==> src/rtl/pmpseqchecker_pkg.sv <==
// pmppkg
// Shared types and constants for the sequential PMP checker.
// Holds the walk FSM state type and the PMP address-matching mode encodings
// taken from the A field (cfg bits 4:3) of each PMP configuration byte.
package pmppkg;

   typedef enum logic [1:0] {
      IDLE = 2'b00,
      WALK = 2'b01,
      RESP = 2'b10
   } walkState_t;

   localparam logic [1:0] OFF   = 2'b00;
   localparam logic [1:0] TOR   = 2'b01;
   localparam logic [1:0] NA4   = 2'b10;
   localparam logic [1:0] NAPOT = 2'b11;

endpackage

==> src/rtl/pmpseqchecker_adrdec.sv <==
// pmpadrdec
// Address decoder for a single PMP entry. The checker time-multiplexes one
// instance of this block across all entries, one entry per clock.
// Ports:
//   firstAddr_i  first byte address of the access
//   lastAddr_i   last byte address of the access
//   addrMode_i   A field of the selected entry (OFF/TOR/NA4/NAPOT)
//   pmpAdr_i     pmpaddr of the selected entry (address bits PA_BITS-1:2)
//   pageIn_i     "address >= previous entry's pmpaddr" carried from the walk
//   pageOut_o    "address >= this entry's pmpaddr", feeds the next entry's TOR
//   match_o      the whole access lies inside this entry's region
module pmpadrdec
   import pmppkg::*;
#(
   parameter int PA_BITS = 34
) (
   input  logic [PA_BITS-1:0] firstAddr_i,
   input  logic [PA_BITS-1:0] lastAddr_i,
   input  logic [1:0]         addrMode_i,
   input  logic [PA_BITS-3:0] pmpAdr_i,
   input  logic               pageIn_i,
   output logic               pageOut_o,
   output logic               match_o
);

   logic [PA_BITS-1:0] regionBound;
   logic [PA_BITS-3:0] careMask;
   logic               torMatch;
   logic               na4Match;
   logic               napotMatch;

   assign regionBound = {pmpAdr_i, 2'b00};

   // The lower bound of a TOR region is the previous entry's pmpaddr, so the
   // comparison against this entry's pmpaddr is exported for the next step
   // regardless of this entry's mode; OFF entries still advance the chain.
   assign pageOut_o = (firstAddr_i >= regionBound);
   assign torMatch  = pageIn_i & (lastAddr_i < regionBound);

   // NAPOT encodes region size by trailing ones in pmpaddr: every word-address
   // bit at or below the first zero is a don't-care, everything above must
   // equal pmpaddr.
   always_comb begin
      logic onesBelow;
      careMask  = '0;
      onesBelow = 1'b1;
      for (int i = 0; i < PA_BITS-2; i++) begin
         careMask[i] = ~onesBelow;
         onesBelow   = onesBelow & pmpAdr_i[i];
      end
   end

   assign napotMatch = ((((firstAddr_i[PA_BITS-1:2] ^ pmpAdr_i) & careMask) == '0) &&
                        (((lastAddr_i[PA_BITS-1:2]  ^ pmpAdr_i) & careMask) == '0));
   assign na4Match   = (firstAddr_i[PA_BITS-1:2] == pmpAdr_i) &&
                       (lastAddr_i[PA_BITS-1:2]  == pmpAdr_i);

   // Select the match result for the entry's addressing mode; OFF never matches.
   always_comb begin
      case (addrMode_i)
         TOR:     match_o = torMatch;
         NA4:     match_o = na4Match;
         NAPOT:   match_o = napotMatch;
         default: match_o = 1'b0;
      endcase
   end

endmodule

==> src/rtl/pmpseqchecker.sv <==
// pmpseqchecker
// Sequential PMP checker: walks the PMP entries one per clock using a single
// shared address decoder and reports the first matching entry and whether the
// access faults.
// Ports:
//   clk, reset                  clock, synchronous active-high reset
//   Flush                       abandon any walk or pending response
//   ReqValid/ReqReady           request handshake
//   PhysicalAddress, Size       access address and log2 byte count
//   Read/Write/ExecuteAccess    one-hot access type
//   EffectivePrivilegeMode      11=M, 01=S, 00=U
//   PMPCfg, PMPAdr              live PMP CSR contents (held stable while Busy)
//   Busy                        walk or response outstanding
//   RespValid/RespReady         response handshake
//   PMPFault, MatchIdx          result, valid with RespValid
module pmpseqchecker
   import pmppkg::*;
#(
   parameter int PA_BITS     = 34,
   parameter int PMP_ENTRIES = 16
) (
   input  logic               clk,
   input  logic               reset,
   input  logic               Flush,
   input  logic               ReqValid,
   output logic               ReqReady,
   input  logic [PA_BITS-1:0] PhysicalAddress,
   input  logic [1:0]         Size,
   input  logic               ReadAccess,
   input  logic               WriteAccess,
   input  logic               ExecuteAccess,
   input  logic [1:0]         EffectivePrivilegeMode,
   input  logic [7:0]         PMPCfg [PMP_ENTRIES-1:0],
   input  logic [PA_BITS-3:0] PMPAdr [PMP_ENTRIES-1:0],
   output logic               Busy,
   output logic               RespValid,
   input  logic               RespReady,
   output logic               PMPFault,
   output logic [5:0]         MatchIdx
);

   walkState_t         stateQ, stateD;
   logic [5:0]         idxQ, idxD;
   logic               pAgePrevQ, pAgePrevD;
   logic [PA_BITS-1:0] addrQ, addrD;
   logic [1:0]         sizeQ, sizeD;
   logic               readQ, readD, writeQ, writeD, execQ, execD;
   logic [1:0]         privQ, privD;
   logic               hitQ, hitD;
   logic               lockQ, lockD, xQ, xD, wQ, wD, rQ, rD;
   logic [5:0]         matchIdxQ, matchIdxD;

   logic [7:0]         cfgSel;
   logic [PA_BITS-3:0] adrSel;
   logic [PA_BITS-1:0] lastAddr;
   logic               pAgeOut;
   logic               entryMatch;
   logic               lastEntry;
   logic               accessOk;
   logic               faultRaw;

   // Pick the current entry's CSRs. A compare loop keeps the index width
   // independent of PMP_ENTRIES and yields zero for any out-of-range index.
   always_comb begin
      cfgSel = '0;
      adrSel = '0;
      for (int i = 0; i < PMP_ENTRIES; i++) begin
         if (idxQ == 6'(i)) begin
            cfgSel = PMPCfg[i];
            adrSel = PMPAdr[i];
         end
      end
   end

   assign lastAddr  = addrQ + ((PA_BITS'(1) << sizeQ) - PA_BITS'(1));
   assign lastEntry = (idxQ == 6'(PMP_ENTRIES-1));

   pmpadrdec #(
      .PA_BITS(PA_BITS)
   ) uAdrDec (
      .firstAddr_i(addrQ),
      .lastAddr_i (lastAddr),
      .addrMode_i (cfgSel[4:3]),
      .pmpAdr_i   (adrSel),
      .pageIn_i   (pAgePrevQ),
      .pageOut_o  (pAgeOut),
      .match_o    (entryMatch)
   );

   // Next-state logic for the walk. Flush wins over a match or a consumed
   // response; a request is only taken from IDLE, so a response handshake
   // never overlaps a new accept.
   always_comb begin
      stateD    = stateQ;
      idxD      = idxQ;
      pAgePrevD = pAgePrevQ;
      addrD     = addrQ;
      sizeD     = sizeQ;
      readD     = readQ;
      writeD    = writeQ;
      execD     = execQ;
      privD     = privQ;
      hitD      = hitQ;
      lockD     = lockQ;
      xD        = xQ;
      wD        = wQ;
      rD        = rQ;
      matchIdxD = matchIdxQ;
      case (stateQ)
         IDLE: begin
            if (ReqValid && ReqReady) begin
               addrD     = PhysicalAddress;
               sizeD     = Size;
               readD     = ReadAccess;
               writeD    = WriteAccess;
               execD     = ExecuteAccess;
               privD     = EffectivePrivilegeMode;
               idxD      = '0;
               pAgePrevD = 1'b1;
               stateD    = WALK;
            end
         end
         WALK: begin
            if (Flush) begin
               stateD = IDLE;
            end else if (entryMatch) begin
               lockD     = cfgSel[7];
               xD        = cfgSel[2];
               wD        = cfgSel[1];
               rD        = cfgSel[0];
               matchIdxD = idxQ;
               hitD      = 1'b1;
               stateD    = RESP;
            end else if (lastEntry) begin
               hitD      = 1'b0;
               matchIdxD = '0;
               stateD    = RESP;
            end else begin
               idxD      = idxQ + 6'd1;
               pAgePrevD = pAgeOut;
            end
         end
         RESP: begin
            if (Flush || RespReady) begin
               stateD = IDLE;
            end
         end
         default: stateD = IDLE;
      endcase
   end

   // State and request registers. Reset clears everything the result depends
   // on so outputs read zero straight out of reset, even mid-walk.
   always_ff @(posedge clk) begin
      if (reset) begin
         stateQ    <= IDLE;
         idxQ      <= '0;
         pAgePrevQ <= 1'b1;
         addrQ     <= '0;
         sizeQ     <= '0;
         readQ     <= 1'b0;
         writeQ    <= 1'b0;
         execQ     <= 1'b0;
         privQ     <= '0;
         hitQ      <= 1'b0;
         lockQ     <= 1'b0;
         xQ        <= 1'b0;
         wQ        <= 1'b0;
         rQ        <= 1'b0;
         matchIdxQ <= '0;
      end else begin
         stateQ    <= stateD;
         idxQ      <= idxD;
         pAgePrevQ <= pAgePrevD;
         addrQ     <= addrD;
         sizeQ     <= sizeD;
         readQ     <= readD;
         writeQ    <= writeD;
         execQ     <= execD;
         privQ     <= privD;
         hitQ      <= hitD;
         lockQ     <= lockD;
         xQ        <= xD;
         wQ        <= wD;
         rQ        <= rD;
         matchIdxQ <= matchIdxD;
      end
   end

   // The fault is a function of registers only, so it stays stable for as long
   // as the response is held. M-mode is only restricted by locked entries and
   // is allowed everything when no entry matches.
   assign accessOk = (readQ & rQ) | (writeQ & wQ) | (execQ & xQ);
   assign faultRaw = hitQ ? (((privQ != 2'b11) | lockQ) & ~accessOk) : (privQ != 2'b11);

   assign ReqReady  = (stateQ == IDLE) & ~Flush;
   assign Busy      = (stateQ != IDLE);
   assign RespValid = (stateQ == RESP);
   assign PMPFault  = RespValid & faultRaw;
   assign MatchIdx  = matchIdxQ;

endmodule

==> config.mk <==
export PLATFORM = sky130hd
export DESIGN_NAME = pmpseqchecker
export DESIGN_NICKNAME = d
export VERILOG_FILES = /design/src/rtl/pmpseqchecker_pkg.sv /design/src/rtl/pmpseqchecker_adrdec.sv /design/src/rtl/pmpseqchecker.sv
export SDC_FILE = /design/constraint.sdc
export NUM_CORES = 1
export LEC_CHECK = 0
export ABC_AREA = 1
export BUFFER_PORTS_ARGS = -buffer_cell sky130_fd_sc_hd__buf_4
export CAP_MARGIN = 20
export CORE_AREA = 5 5 266 268
export DETAILED_ROUTE_END_ITERATION = 7
export DIE_AREA = 0 0 271 273
export PLACE_DENSITY = 0.41
export SLEW_MARGIN = 20
export SYNTH_ARGS = -nofsm -noshare
export SYNTH_HDL_FRONTEND = slang
export SYNTH_SLANG_ARGS = --single-unit
==> constraint.sdc <==
create_clock -name clk -period 8.91 [get_ports clk]
set_clock_uncertainty 0.15 [all_clocks]
set_input_delay 1.782 -clock clk [delete_from_list [all_inputs] [get_ports clk]]
set_output_delay 1.782 -clock clk [all_outputs]
set_load 0.01 [all_outputs]
# == After elaboration in Yosys (flattened, before gate mapping) ==
# Cells that the tools add are included.
# word_totals
reg_bits,61
input_bits,686
out_inout_bits,10
wordCells,197
# classes
addsub,3
n_lt_le_gt_ge,2
eq_ne,29
shift,1
n_mux,54
n_bitwise,77
reduce_logical,16
# ops
operator,count
2-to-1 mux 32 bit,16
2-to-1 mux 8 bit,16
AND 32 bit,2
== test 32 bit,2
zero test 32 bit,2
bitwise XOR 32 bit,2
== test 6 x 4 -> 1 bit (second input constant),8
AND 1 bit,37
2-to-1 mux 6 bit,6
adder 34 bit,1
>= comparator 34 bit,1
< comparator 34 bit,1
left shift 1 x 2 -> 34 bit (first input constant),1
subtractor 34 x 1 -> 34 bit (second input constant),1
inverter 1 bit,33
== test 6 x 3 -> 1 bit (second input constant),4
== test 6 x 2 -> 1 bit (second input constant),2
case mux 6 bit (2 select lines),1
2-to-1 mux 2 bit,5
inequality test 2 bit (second input constant),5
AND reduction 3 bit,3
2-to-1 mux 1 bit,7
adder 6 x 1 -> 6 bit (second input constant),1
== test 2 bit (second input constant),3
15 further kinds,22

# == Logic depth before layout (Yosys ltp) ==
# Gate-level depths: netlist of the first run.
# logic_depth
depth_word,55
mapped_depth,54
depth_no_buf,53

# == Modules after synthesis ==
# Synthesis of the first run repeated with hierarchy kept, for this count alone.
# unflattened
cells_unflattened,2297
area_unflattened_um2,12499.5
# modules_own_cells
mod,instances,cells_per_inst,area_per_inst_um2
pmpseqchecker,1,1952,10323.7
pmpadrdec,1,345,2175.8

# == Worst setup path after synthesis of the first run ==
# Ideal clock, no wire load.
# synth_timing
kind,register to register
startpoint,reg sizeQ[0]
endpoint,reg idxQ[5]
setup_time_ps,113
arrival_time_ps,5749
required_ps,8647
path_slack_ps,2898
stages_incl_launch_ff,50
path_buffers,1
synth_period_minus_slack_ps,6012
path_cell_list,dfxtp_1 nand2_1 ha_1 inv_1 ha_1 a21oi_1 nand2_1 a21oi_1 o21bai_1 nand3_1 nand2_1 nand3_1 nand2_1 nand3_1 nand2_1 nand3_1 nand2_1 nand3_1 (+14 left out) o221ai_1 xnor2_1 inv_1 ha_1 nand2_1 nor4_1 nand4_1 o311ai_0 nand2_1 nand2_1 o31ai_1 nand2_1 nand3_2 nand2_2 buf_6 nand2_1 nand2_1 nor2_1
# synth_between
elab_chain_len,10
elab_cells_between_ends,14
# synth_lines
item,line,rtl
"start, declared",pmpseqchecker.sv:46,"logic [1:0] sizeQ, sizeD;"
"start signal, assigned",pmpseqchecker.sv:176,sizeQ <= sizeD;
left shift 1 x 2 -> 34 bit *,pmpseqchecker.sv:75,assign lastAddr = addrQ + ((PA_BITS'(1) << sizeQ) - PA_BITS'(1));
subtractor 34 x 1 -> 34 bit *,pmpseqchecker.sv:75,
adder 34 bit *,pmpseqchecker.sv:75,
branches (longest 4 deep; another with < comparator 34 bit),n/a,
case mux 1 bit (3 select lines) *,pmpseqchecker_adrdec.sv:60,case (addrMode_i)
inequality test 2 bit (no line) *,n/a,
AND reduction 5 bit (no line) *,n/a,
"end signal, assigned",pmpseqchecker.sv:173,idxQ <= idxD;
"end, declared",pmpseqchecker.sv:43,"logic [5:0] idxQ, idxD;"
# Mark *: on every way between the ends.
# A chain may end at the register's enable or synchronous reset.

# == Worst setup path after layout of the first run ==
# layout_timing
startpoint,reg sizeQ[1]
endpoint,reg stateQ[0]
# layout_between
elab_chain_len,11
elab_cells_between_ends,17
# layout_lines
item,line,rtl
left shift 1 x 2 -> 34 bit *,pmpseqchecker.sv:75,
subtractor 34 x 1 -> 34 bit *,pmpseqchecker.sv:75,
adder 34 bit *,pmpseqchecker.sv:75,
branches (longest 4 deep; another with < comparator 34 bit),n/a,
case mux 1 bit (3 select lines) *,pmpseqchecker_adrdec.sv:60,
2-to-1 mux 2 bit,pmpseqchecker.sv:126,end else if (entryMatch) begin
2-to-1 mux 2 bit,pmpseqchecker.sv:124,if (Flush) begin
case mux 2 bit (3 select lines),pmpseqchecker.sv:109,case (stateQ)
"end signal, assigned",pmpseqchecker.sv:172,stateQ <= stateD;
"end, declared",pmpseqchecker.sv:42,"walkState_t stateQ, stateD;"
# Marked as above.

==> impl_metrics.tcl, run 1 <==
set metrics [dict create \
    cts_buffer_depth 2 \
    gr-usage-all-layers 0.207 \
    grt_pass1_vias 16100 \
    ff2ff_path_depth 44 \
    start_kind "register" \
    ant_nets 0 \
    maxCapViolCount 0 \
    cts_inserted_buffers 9 \
    vias 16100 \
    nNetsFinal 3340 \
    holdBufCountCts 0 \
    setup_viol 0 \
    period_share 0.812 \
    htreeDepth 3 \
    dp_hpwl_um 68000 \
    area_growth_pct 55.8 \
    antenna_found_initial 18 \
    rsz0062_at_grt "no" \
    switching_share 0.486 \
    fin_crit_ps 7230 \
    worstPathArrival_ps 7350 \
    max_freq_mhz 138 \
    cp_slowest_stage_delay_ps 500 \
    die_w_um 271 \
    ir_drop_mv 0.0972 \
    cts_root_buffer "clkbuf_16" \
    synth_top_area_cell "nand2_1" \
    layout.cells.non_filler 3449 \
    core_mm2 0.0681 \
    post_cts_buffers 0 \
    detail_route.iter0.violations 1192 \
    ys.flop_type "dfxtp_1" \
    netlist_area_mm2 0.0111 \
    dieHeight_um 273 \
    path_max_fanout 11 \
    p_leak_nw 8.39 \
    vias_per_cell 4.66 \
    grt_pass1_wl_um 114000 \
    post_cts_resized 0 \
    synth_seq_cells 61 \
    slowest_stage "nor4_1" \
    ys_seq_area_frac 0.110 \
    clk_latency_ps 350 \
    start_util 0.164 \
    postSynthCellCount 1962 \
    comb_power_share 0.707 \
    grt_start_max_net_pins 85 \
    std_cell_rows 96 \
    synthTopCellsByArea "nand2_1 (18%), ha_1 (11%), dfxtp_1 (11%)" \
    placed_cells 3422 \
    path_clk_slew_ps 60 \
    place_congestion 0.959 \
    min_path_type "register to register" \
    synthesis.nets 2751 \
    post-synth-top-area-fraction 0.180 \
    p_switching_mw 1.12 \
    finalMaxSlewViolations 0 \
    worstMarginPinSlew_ps 1190 \
    synthDistinctLibCells 55 \
    first_pass_iters 5 \
    crit_type "register to register" \
    p_per_area_mw_per_mm2 133 \
    end_kind "register" \
    final_hold_viol_count 0 \
    avgSynthCellArea_um2 5.68 \
    dieArea_mm2 0.0740 \
    cts.sinks 61 \
    yosysWarnings 0 \
    avgRoutedWirePerCell_um 23.9 \
    wl_um 82400 \
    status "finished clean" \
    clockPowerShare 0.159 \
    seqPwrFrac 0.134 \
    drive_gt1_frac 0.301 \
    hold_path_end "MatchIdx[4]" \
    critPathRequiredTime_ps 9020 \
    setup_tns_ps 0 \
    hp-start "MatchIdx[4]" \
    portBuffers 663 \
    fin_util 0.255 \
    power_mw 2.30 \
    io_pins 696 \
    r2r-end "stateQ[0]" \
    async_flop_share 0 \
    worst_path_most_repeated_cell "nand2_1" \
    r2r_setup_slack_ps 1680 \
    grt_overflow 0 \
    timing.rr.start "sizeQ[1]" \
    cts_tree "done" \
    synth_edf_count 0 \
    drc 0 \
    slew_headroom 0.196 \
    worstHoldPathCells 2 \
    internal_power_mw 1.18 \
]
worst max-delay path by stage:
stage              from   endpoint  cells after the start
2_1_floorplan  sizeQ[0]    idxQ[5]                     49
3_3_place_gp   sizeQ[1]  stateQ[0]                     44
3_5_place_dp   sizeQ[1]  stateQ[0]                     44
4_1_cts        sizeQ[1]  stateQ[0]                     44
5_1_grt        sizeQ[1]    idxQ[0]                     45
6_report       sizeQ[1]  stateQ[0]                     44
state kept, by name, indices dropped and copies added (netlist names):
| name | cells |
|---|---|
| hitQ | 1 |
| MatchIdx | 6 |
| readQ | 1 |
| sizeQ | 2 |
| stateQ | 2 |
| idxQ | 6 |
| xQ | 1 |
| wQ | 1 |
| execQ | 1 |
| lockQ | 1 |
| writeQ | 1 |
| privQ | 2 |
| pAgePrevQ | 1 |
| addrQ | 34 |
| rQ | 1 |
critical path: cells and delay by family (launching register included):
kind | cells | cell delay, ps
AOI/OAI and AO/OA | 14 | 2660
xor gates and xnor gates | 1 | 120
adders and majority gates | 3 | 830
buffers and inverters | 3 | 250
DFF | 1 | 320
and+or+nand+nor | 23 | 2840
synthesized netlist by cell type (all sizes together), types with 2 or more instances:
cell type    n
nand2      538
a21oi      240
o21ai      226
inv        178
nor2       144
nand3      122
ha         102
clkbuf      73
dfxtp       61
o211ai      52
buf         41
nand4       33
xor2        25
a221oi      11
or2         11
a211oi      10
a31oi       10
o21bai       9
o221ai       9
o2111ai      8
o21a         7
o22ai        7
xnor2        7
a22oi        5
a221o        4
o311ai       4
a2111oi      3
a21boi       3
a21o         3
a41oi        3
a22o         2
nand3b       2
nor3         2
cell usage in the layout (no fill, tap or decap), types with 4 or more instances in the layout:
| cell type | count |
|---|---|
| a211oi_1 | 10 |
| or2_2 | 11 |
| a221oi_1 | 11 |
| a22oi_1 | 5 |
| nor2_1 | 121 |
| inv_1 | 166 |
| inv_2 | 11 |
| nand2_2 | 4 |
| xor2_1 | 25 |
| o221ai_1 | 9 |
| diode_2 | 11 |
| buf_4 | 692 |
| ha_1 | 102 |
| xnor2_1 | 7 |
| a21oi_1 | 239 |
| o21ai_1 | 10 |
| nand4_1 | 28 |
| clkbuf_16 | 9 |
| nand3_2 | 6 |
| a221o_1 | 4 |
| o311ai_0 | 4 |
| o21ai_0 | 216 |
| nand2_1 | 533 |
| a31oi_1 | 10 |
| o22ai_1 | 7 |
| nand4_2 | 4 |
| o21a_1 | 7 |
| o21bai_1 | 9 |
| dfxtp_1 | 61 |
| o2111ai_1 | 8 |
| nand3_1 | 116 |
| nor2_2 | 6 |
| o211ai_1 | 52 |
| nor2_4 | 17 |
power by group through the flow:
stage | logic, mW | clock network (mW) | registers [mW]
floorplan | 0.984 | 0 | 0.307
global placement | 1.61 | 0 | 0.316
detailed placement | 1.62 | 0 | 0.316
CTS | 1.63 | 0.374 | 0.310
global route | 1.83 | 0.385 | 0.313
finish | 1.63 | 0.365 | 0.310
logic make-up (layout without fill, tap and decap cells):
kind of cell,after synthesis,after routing,synth area share
AO/OA/AOI/OAI,619,619,0.317
buffers and inverters,292,886,0.102
flip-flops,61,61,0.110
other,0,11,0
AND/OR/NAND/NOR,855,855,0.329
adder cells (fa/ha/maj),103,103,0.116
XOR/XNOR,32,32,0.0252
cell type report:
class	count	area (µm²)
Multi-Input combinational cell	1609	8840
Fill cell	7807	50800
Antenna cell	11	27.5
Clock buffer	10	229
Inverter	178	668
Timing Repair Buffer	692	5190
Tap cell	882	1100
Sequential cell	61	1220
Clock inverter	6	71.3
through the flow:
| stage | instance area [µm²] | hold slack (ps) | worst slack [ps] |
|---|---|---|---|
| final | 17400 | 293 | 1680 |
| after global routing | 17400 | 324 | 658 |
| after CTS | 17300 | 294 | 1520 |
| after detailed placement | 17000 | 282 | 1560 |
| after global placement | 17000 | 284 | 1640 |
| after floorplan | 11100 | 279 | 2900 |
metal layers:
metal / routed length [µm] / track usage
met1: 35100 / 0.259
met2: 40200 / 0.363
met3: 4750 / 0.0363
met4: 2270 / 0.0658
met5: 24 / 0
Power figures use the tool's default switching activity.
==> run 2: changes to the inputs <==
--- a/config.mk
+++ b/config.mk
@@ -8,9 +8,9 @@
 export ABC_AREA = 1
 export BUFFER_PORTS_ARGS = -buffer_cell sky130_fd_sc_hd__buf_4
 export CAP_MARGIN = 20
-export CORE_AREA = 5 5 266 268
+export CORE_AREA = 5 5 267 269
 export DETAILED_ROUTE_END_ITERATION = 7
-export DIE_AREA = 0 0 271 273
+export DIE_AREA = 0 0 272 274
 export PLACE_DENSITY = 0.41
 export SLEW_MARGIN = 20
 export SYNTH_ARGS = -nofsm -noshare
==> constraint.sdc (replaced) <==
create_clock -name clk -period 7.4 [get_ports clk]
set_clock_uncertainty 0.15 [all_clocks]
set_input_delay 1.48 -clock clk [delete_from_list [all_inputs] [get_ports clk]]
set_output_delay 1.48 -clock clk [all_outputs]
set_load 0.01 [all_outputs]
==> impl_metrics.tcl, run 2 (same netlist as run 1, synthesis figures left out) <==
set metrics [dict create \
    internal_power_mw 1.41 \
    rsz0062_at_grt "no" \
    avgRoutedWirePerCell_um 23.9 \
    p_switching_mw 1.38 \
    area_growth_pct 57.2 \
    max_freq_mhz 148 \
    nNetsFinal 3355 \
    grt_pass1_vias 16200 \
    seqPwrFrac 0.133 \
    critPathRequiredTime_ps 7490 \
    p_leak_nw 8.48 \
    antenna_found_initial 11 \
    grt_overflow 0 \
    ant_nets 0 \
    vias 16300 \
    wl_um 82900 \
    drc 0 \
    dp_hpwl_um 70100 \
    cp_slowest_stage_delay_ps 360 \
    setup_tns_ps 0 \
    p_per_area_mw_per_mm2 160 \
    dieArea_mm2 0.0745 \
    setup_viol 0 \
    path_max_fanout 11 \
    clockPowerShare 0.151 \
    die_w_um 272 \
    period_share 0.913 \
    comb_power_share 0.716 \
    cts_tree "done" \
    grt_start_max_net_pins 75 \
    core_mm2 0.0683 \
    switching_share 0.495 \
    htreeDepth 3 \
    layout_common_cells "buf_4 (705), nand2_1 (532), a21oi_1 (237), o21ai_0 (214), inv_1 (167)" \
    final_common_cell "buf_4" \
    ir_drop_mv 0.111 \
    portBuffers 663 \
    grt_pass1_wl_um 114000 \
    min_path_type "register to register" \
    slew_headroom 0.369 \
    io_pins 696 \
    crit_type "register to register" \
    dieHeight_um 274 \
    detail_route.iter0.violations 1137 \
    gr-usage-all-layers 0.207 \
    first_pass_iters 7 \
    start_kind "register" \
    start_util 0.163 \
    place_congestion 0.953 \
    cts_root_buffer "clkbuf_16" \
    worst_hold_slack_ps 301 \
    std_cell_rows 96 \
    cts.sinks 61 \
    fin_crit_ps 6760 \
    clk_latency_ps 350 \
    vias_per_cell 4.71 \
    status "finished clean" \
    maxCapViolCount 0 \
    end_kind "register" \
    worstMarginPinSlew_ps 937 \
    cts_buffer_depth 2 \
    worstPathArrival_ps 6850 \
    slowest_stage "nor4_4" \
    finalMaxSlewViolations 0 \
    largest_reg_flops 34 \
    worst_path_most_repeated_cell "nand2_1" \
    top_register "addrQ" \
    path_clk_slew_ps 60 \
    drive_gt1_frac 0.308 \
    final_hold_viol_count 0 \
    cts_inserted_buffers 9 \
]
-- run 2: layout make-up --
cell class	count	area, µm²
Fill cell	7881	50800
Multi-Input combinational cell	1609	8870
Timing Repair Buffer	707	5330
Sequential cell	61	1220
Tap cell	882	1100
Inverter	178	668
Clock buffer	9	225
Clock inverter	7	65.1
Antenna cell	11	27.5
-- run 2: path summary, 6_finish.rpt --
kind | startpoint | to | slack [ps] | depth (start not counted)
worst min-delay path | MatchIdx[5] | MatchIdx[5] | 300 | 2
worst min register to register | MatchIdx[5] | MatchIdx[5] | 300 | 2
worst max-delay path | sizeQ[1] | idxQ[0] | 640 | 48
worst max register to register | sizeQ[1] | idxQ[0] | 640 | 48
-- run 2: what timing repair did --
action	4_1_cts	5_1_grt
hold buffers	0	0
resized for setup	0	11
endpoints found under the setup margin	0	20
setup buffers	0	1
-- run 2: metal layers --
| metal | track usage | wire [µm] | vias up |
|---|---|---|---|
| li1 | - | - | 7940 |
| met1 | 0.257 | 34600 | 7682 |
| met2 | 0.375 | 41400 | 602 |
| met3 | 0.0295 | 4870 | 89 |
| met4 | 0.0512 | 2000 | 2 |
| met5 | 0 | 11 | - |
-- run 2: per-stage QoR --
stage | util | cells | cell area (µm²) | total power [mW] | worst slack (ps)
global placement | 0.251 | 3436 | 17200 | 2.34 | 330
detailed placement | 0.251 | 3436 | 17200 | 2.36 | 174
finish | 0.256 | 3464 | 17500 | 2.80 | 644
CTS | 0.255 | 3452 | 17400 | 2.80 | 138
global route | 0.256 | 3461 | 17500 | 3.06 | 28.5
floorplan | - | 1962 | 11100 | 1.55 | 1390
-- run 2: worst max-delay path: cells and delay by family, from the launching register on --
family	cells	cell delay, ps
adder cells (fa/ha/maj)	3	890
flip-flops	1	350
buffers and inverters	4	210
AO/OA/AOI/OAI	12	1920
AND/OR/NAND/NOR	28	2960
XOR/XNOR	1	180
-- run 2: power by group through the flow --
stage,registers (mW),logic (mW),clock network (mW)
after floorplan,0.370,1.18,0
after global placement,0.381,1.96,0
after detailed placement,0.380,1.98,0
after CTS,0.373,1.99,0.440
after global routing,0.376,2.24,0.448
final,0.373,2.00,0.422
